$ cat src/rtl/linear_save_adder_pkg.sv
// -----------------------------------------------------------------------------
// linear_save_adder_pkg
//   Shared constants and bit-level helpers for the linear (ripple) save adder.
//   DEFAULT_WIDTH : default operand/sum width in bits
//   maj()         : 3-input majority, the carry function of a full-adder cell
// -----------------------------------------------------------------------------
package linear_save_adder_pkg;

    localparam int DEFAULT_WIDTH = 8;

    // Carry out of a full adder: at least two of the three inputs are high.
    function automatic logic maj(input logic x, input logic y, input logic z);
        return (x & y) | (x & z) | (y & z);
    endfunction

endpackage : linear_save_adder_pkg

$ cat src/rtl/linear_save_adder_full_adder.sv
// -----------------------------------------------------------------------------
// full_adder
//   One-bit full-adder cell, the building block of the ripple carry chain.
//   a, b  : operand bits
//   cin   : carry from the next-lower bit
//   s     : sum bit
//   cout  : carry to the next-higher bit
// -----------------------------------------------------------------------------
module full_adder
    import linear_save_adder_pkg::*;
(
    input  logic a,
    input  logic b,
    input  logic cin,
    output logic s,
    output logic cout
);

    assign s    = a ^ b ^ cin;
    assign cout = maj(a, b, cin);

endmodule : full_adder

$ cat src/rtl/linear_save_adder.sv
// -----------------------------------------------------------------------------
// linear_save_adder
//   Registered WIDTH-bit unsigned adder built as a linear chain of full-adder
//   cells. {c_out, sum} = a + b + c_in, captured one clock after the operands
//   are sampled. One operation per cycle, no handshake.
//   clk   : system clock, rising-edge active
//   rst   : synchronous reset, active-high; clears sum and c_out
//   a, b  : WIDTH-bit unsigned operands
//   c_in  : carry into bit 0
//   sum   : registered low WIDTH bits of the result
//   c_out : registered carry out of bit WIDTH-1
// -----------------------------------------------------------------------------
module linear_save_adder
    import linear_save_adder_pkg::*;
#(
    parameter int WIDTH = DEFAULT_WIDTH
) (
    input  logic             clk,
    input  logic             rst,
    input  logic [WIDTH-1:0] a,
    input  logic [WIDTH-1:0] b,
    input  logic             c_in,
    output logic [WIDTH-1:0] sum,
    output logic             c_out
);

    // carry[i] is the carry into bit i; carry[WIDTH] is the final carry out.
    logic [WIDTH:0]   carry;
    logic [WIDTH-1:0] sum_comb;

    assign carry[0] = c_in;

    for (genvar i = 0; i < WIDTH; i++) begin : g_chain
        full_adder u_fa (
            .a    (a[i]),
            .b    (b[i]),
            .cin  (carry[i]),
            .s    (sum_comb[i]),
            .cout (carry[i+1])
        );
    end

    // NOTE: reset is tested first so it overrides the data update in the same
    // cycle; non-blocking assignments keep every register sampling pre-edge
    // values regardless of statement order.
    always_ff @(posedge clk) begin
        if (rst) begin
            sum   <= '0;
            c_out <= 1'b0;
        end else begin
            sum   <= sum_comb;
            c_out <= carry[WIDTH];
        end
    end

endmodule : linear_save_adder

$ cat config.mk
export PLATFORM = sky130hd
export DESIGN_NAME = linear_save_adder
export DESIGN_NICKNAME = d
export VERILOG_FILES = /design/src/rtl/linear_save_adder_pkg.sv /design/src/rtl/linear_save_adder_full_adder.sv /design/src/rtl/linear_save_adder.sv
export SDC_FILE = /design/constraint.sdc
export NUM_CORES = 1
export LEC_CHECK = 0
export CORE_AREA = 4 4 41 43
export DETAILED_ROUTE_END_ITERATION = 6
export DIE_AREA = 0 0 45 47
export PLACE_DENSITY_LB_ADDON = 0.05
export REMOVE_ABC_BUFFERS = 1
export SYNTH_ARGS = -nofsm -noshare
export SYNTH_HDL_FRONTEND = slang
export SYNTH_HIERARCHICAL = 1
export SYNTH_SLANG_ARGS = --single-unit
$ cat constraint.sdc
create_clock -name clk -period 4.8 [get_ports clk]
set_input_delay 0.96 -clock clk [delete_from_list [all_inputs] [get_ports clk]]
set_output_delay 0.96 -clock clk [all_outputs]
set_load 0.05 [all_outputs]
# After elaboration in Yosys (flattened, before gate mapping)
# Index checks and enable logic that the tools add are counted.
word_totals:
  reg_bits: 9
  out_inout_bits: 9
classes:
  bitwise: 56
op_table:
  columns: ["cell", "n"]
  rows:
  - ["AND 1 bit", 24]
  - ["OR 1 bit", 16]
  - ["bitwise XOR 1 bit", 16]

# Longest topological paths before layout
logic_depth:
  word_depth: 24
  ltp_mapped: 9

# Modules after synthesis
# Netlist, hierarchy kept.
modules_own_cells:
  columns: ["mod", "n_inst", "cells_per_inst", "area_each_um2"]
  rows:
  - ["linear_save_adder", 1, 18, 236.5]
  - ["full_adder", 8, 1, 20.0]

# Worst setup path before layout
# OpenSTA, ideal clock, no wires.
synth_path:
  path_type: "input-to-reg"
  from: "input port a[0]"
  to: "register sum[7]"
  setup_ns: 0.114
  arrival_time_ns: 4.197
  required_ns: 4.686
  setup_slack_ns: 0.490
  path_stages: 9
  path_buffers: 0
  cell_sequence: "fa_1 fa_1 fa_1 fa_1 fa_1 fa_1 fa_1 fa_1 nor2b_1"
synth_between:
  elab_chain_cells: 22
synth_lines:
  columns: ["item", "line", "rtl"]
  rows:
  - ["from (decl)", "linear_save_adder.sv:20", "input logic [WIDTH-1:0] a,"]
  - ["AND 1 bit", "linear_save_adder_pkg.sv:13", "return (x & y) | (x & z) | (y & z);"]
  - ["OR 1 bit * (2 in series)", "linear_save_adder_pkg.sv:13", null]
  - ["AND 1 bit", "linear_save_adder_pkg.sv:13", null]
  - ["OR 1 bit", "linear_save_adder_pkg.sv:13", null]
  - ["OR 1 bit *", "linear_save_adder_pkg.sv:13", null]
  - ["via carry[2]", "linear_save_adder.sv:28", "logic [WIDTH:0] carry;"]
  - ["AND 1 bit", "linear_save_adder_pkg.sv:13", null]
  - ["OR 1 bit", "linear_save_adder_pkg.sv:13", null]
  - ["[... 1 more ...]", null, null]
  - ["via carry[3]", "linear_save_adder.sv:28", null]
  - ["[... 3 more ...]", null, null]
  - ["via carry[4]", "linear_save_adder.sv:28", null]
  - ["[... 3 more ...]", null, null]
  - ["via carry[5]", "linear_save_adder.sv:28", null]
  - ["[... 2 more ...]", null, null]
  - ["OR 1 bit *", "linear_save_adder_pkg.sv:13", null]
  - ["via carry[6]", "linear_save_adder.sv:28", null]
  - ["AND 1 bit", "linear_save_adder_pkg.sv:13", null]
  - ["OR 1 bit", "linear_save_adder_pkg.sv:13", null]
  - ["OR 1 bit *", "linear_save_adder_pkg.sv:13", null]
  - ["via carry[7]", "linear_save_adder.sv:28", null]
  - ["bitwise XOR 1 bit *", "linear_save_adder_full_adder.sv:19", "assign s = a ^ b ^ cin;"]
  - ["via sum_comb[7]", "linear_save_adder.sv:29", "logic [WIDTH-1:0] sum_comb;"]
  - ["to (signal assigned)", "linear_save_adder.sv:51", "sum <= sum_comb;"]
  - ["to (decl)", "linear_save_adder.sv:23", "output logic [WIDTH-1:0] sum,"]
# The timed path passes the listed nets; every way through them passes the cells marked *.
# A chain may end at the register's enable or synchronous reset.

# Worst setup path after layout
layout_path:
  from: "input port a[0]"
  to: "register sum[7]"
layout_between:
  elab_chain_cells: 22
layout_lines:
  columns: ["item", "line"]
  rows:
  - ["AND 1 bit", "linear_save_adder_pkg.sv:13"]
  - ["OR 1 bit * (2 in series)", "linear_save_adder_pkg.sv:13"]
  - ["via carry[1]", "linear_save_adder.sv:28"]
  - ["AND 1 bit", "linear_save_adder_pkg.sv:13"]
  - ["OR 1 bit", "linear_save_adder_pkg.sv:13"]
  - ["OR 1 bit *", "linear_save_adder_pkg.sv:13"]
  - ["via carry[2]", "linear_save_adder.sv:28"]
  - ["AND 1 bit", "linear_save_adder_pkg.sv:13"]
  - ["[... 2 more ...]", null]
  - ["via carry[3]", "linear_save_adder.sv:28"]
  - ["[... 3 more ...]", null]
  - ["via carry[4]", "linear_save_adder.sv:28"]
  - ["[... 3 more ...]", null]
  - ["via carry[5]", "linear_save_adder.sv:28"]
  - ["[... 2 more ...]", null]
  - ["OR 1 bit *", "linear_save_adder_pkg.sv:13"]
  - ["via carry[6]", "linear_save_adder.sv:28"]
  - ["AND 1 bit", "linear_save_adder_pkg.sv:13"]
  - ["OR 1 bit", "linear_save_adder_pkg.sv:13"]
  - ["OR 1 bit *", "linear_save_adder_pkg.sv:13"]
  - ["via carry[7]", "linear_save_adder.sv:28"]
  - ["bitwise XOR 1 bit *", "linear_save_adder_full_adder.sv:19"]
  - ["via sum_comb[7]", "linear_save_adder.sv:29"]
# Marks and branches as above.

==> metrics.log <==
[metrics] number of buffers inserted by post-CTS setup repair: 0
[metrics] number of DRC violations after detailed-routing iteration 0: 0
[metrics] H-tree depth: 1
[metrics] clock sink count: 9
[metrics] DR pass1 iterations: 1
[metrics] highest metal used: met3
[metrics] routability cong.: 0.6036
[metrics] NumNets Final: 85
[metrics] WL met2: between 400 and 500 um
[metrics] worst relative slew slack: 0.6656
[metrics] number of setup violations in the final report: 0
[metrics] met1 routed wirelength after detailed routing: 237 um
[metrics] DRC violation count after routing: 0
[metrics] endpoint arrival time on the critical path: 4.76 ns
[metrics] Avg Cell Area, Syn: 15.25 sq um
[metrics] max-cap violations: 0
[metrics] ratio of cells with drive above 1 in the final layout: 0.05263
[metrics] total I/O pin count: 28
[metrics] pin count of the biggest net entering global routing: 10
[metrics] number of instances in the placed design: between 60 and 70
[metrics] detail-routed net length per standard cell: 10.94 um
[metrics] post-synthesis cell count: 26
[metrics] # hold bufs at CTS: 0
[metrics] post-route core utilization: 0.5471
[metrics] required time of the critical path: between 4 and 5 ns
[metrics] category of the worst setup path launch point: input pin
[metrics] ratio of final minimum period to clock period: 0.9654
[metrics] standard-cell row count: 13
[metrics] total core area: 0.001301 sq mm
[metrics] critical path startpoint: a[0]
[metrics] power density normalized to cell area: 321.4 mW/mm^2
[metrics] remaining global-route overflow: 0
[metrics] leading post-synthesis cells by cell area: dfxtp_1 45%, fa_1 40%, nor2b_1 14%
[metrics] instance area at placement: between 600 and 700 sq um
[metrics] wire length of the first global-routing pass: between 1000 and 1500 um
[metrics] Horiz. Die Dim: between 40 and 50 um
[metrics] most common cell after layout, fill and taps aside: clkdlybuf4s50_1
[metrics] number of max-slew violations in the final report: 0
[metrics] clock tree root buffer cell: clkbuf_4
[metrics] cell leakage power: between 0.2 and 0.3 nW
[metrics] TritonCTS clock tree: built
[metrics] die height: between 40 and 50 um
[metrics] slew at the pin with the worst max-slew slack: between 0.5 and 0.6 ns
[metrics] input/output buffers: 27
[metrics] Synth Cell Area: 396.6 sq um
[metrics] most frequent cells in the layout: 27 x clkdlybuf4s50_1, 9 x nor2b_1, 9 x dfxtp_1
[metrics] cell area after layout: a little over 700 sq um
[metrics] outcome: finished clean
[metrics] Num CTS Buffers: 3
[metrics] starting density of the core: 0.3048
[metrics] Max clock buf depth: 2
[metrics] largest area contributor in the netlist: dfxtp_1
[metrics] Syn. warnings: 6
[metrics] vias per cell: 4.056
[metrics] peak supply drop: roughly 0.00014 V
[metrics] vias in the first global route: 309
[metrics] post-route setup TNS: 0 ns
[metrics] start-to-end type of the worst setup path: in -> reg
[metrics] element type at the critical path end: flop
[metrics] end point of the critical path: sum[7]$_SDFF_PP0_
[metrics] synth-to-layout area growth: 79.50%
[metrics] antenna diode count: 0
[metrics] synth unique cells: 3
[metrics] total global routing track utilization: 0.08340
[metrics] setup repair after global routing missed its margin: false
[metrics] non-filler instance count after layout: 72
[metrics] routed wire length: just under 800 um
[metrics] Min-Delay Path Class: in -> reg
[metrics] quantity of gates resized following cts: 0
[metrics] count of endpoints failing hold in the final timing report: 0
[metrics] routed vias: ~290
[metrics] Clock Pin Slew Worst Setup and Hold Paths: around 0.06 ns
[metrics] overall die area: roughly 0.0021 sq mm
[metrics] total of fill cells in the finished design: between 100 and 150
[metrics] fraction of post-synthesis cell area in the top cell type by area: 0.4543
[metrics] remaining antenna violation count: 0
[metrics] number of antenna violations at the first check in global routing: 0
[metrics] share of synthesized area occupied by flip-flops and latches: 0.4543
[metrics] footprint of the flip-flops and latches: approximately 180 sq um
[metrics] area taken by multi-input logic gates: about 220 sq um
[metrics] #FFs+latches synth: 9
[metrics] shortest period the worst path allows: approximately 4.6 ns
[metrics] f_max: about 220 MHz
[metrics] length of routed met3 wiring: between 90 and 100 um
[metrics] maximum fanout count along the critical path: 1
-- metrics by stage --
stage | power [mW] | hold WS [ns] | setup slack (ns)
after floorplan | 0.1353 | 1.032 | 0.4897
after global placement | 0.1733 | 1.698 | -0.05193
after detailed placement | 0.1755 | 1.705 | -0.09581
after CTS | 0.2326 | 1.435 | 0.1703
after global routing | 0.2418 | 1.480 | 0.07035
final | 0.2289 | 1.433 | 0.1659
-- flip-flops by register name, indices dropped and copies added (netlist names) --
name and cells:
sum 8, c_out 1
-- where the power goes --
group          switching [mW]  internal, mW
registers             0.00214        0.0839
logic                  0.0479        0.0391
clock network          0.0240        0.0319
-- critical path, cell delays in order --
cell and delay, ns:
clkdlybuf4s50_1 0.44, fa_1 0.44, fa_1 0.38, fa_1 0.39
fa_1 0.40, fa_1 0.39, fa_1 0.39, fa_1 0.39
fa_1 0.43, nor2b_1 0.14
-- routing by layer --
metal	up-vias	GRT usage
met3	0	0.02299
met2	20	0.1582
li1	140	-
met5	-	0
met1	132	0.07126
met4	0	0.07018
-- cell families after synthesis --
family                     synth area share
DFF                                  0.4543
adders and majority gates            0.4038
and+or+nand+nor                      0.1419
-- layout make-up --
cell class | count | area share
timing repair buffer | 27 | 0.3796
clock buffer | 4 | 0.03691
sequential | 9 | 0.2531
multi-input combinational | 17 | 0.3040
tap | 15 | 0.02636
-- cells in the mapped netlist --
cell type and number:
dfxtp_1 9, nor2b_1 9, fa_1 8
-- how the worst min path moves through the flow --
stage               startpoint                 to  slack (ns)  depth (start not counted)
finish                     rst  sum[3]$_SDFF_PP0_        1.43                          2
detailed placement         rst  sum[2]$_SDFF_PP0_        1.70                          2
global route               rst  sum[4]$_SDFF_PP0_        1.48                          2
global placement           rst  sum[0]$_SDFF_PP0_        1.70                          2
CTS                        rst  sum[3]$_SDFF_PP0_        1.44                          2
floorplan                  rst   c_out$_SDFF_PP0_        1.03                          1
Power figures use the tool's default switching activity.
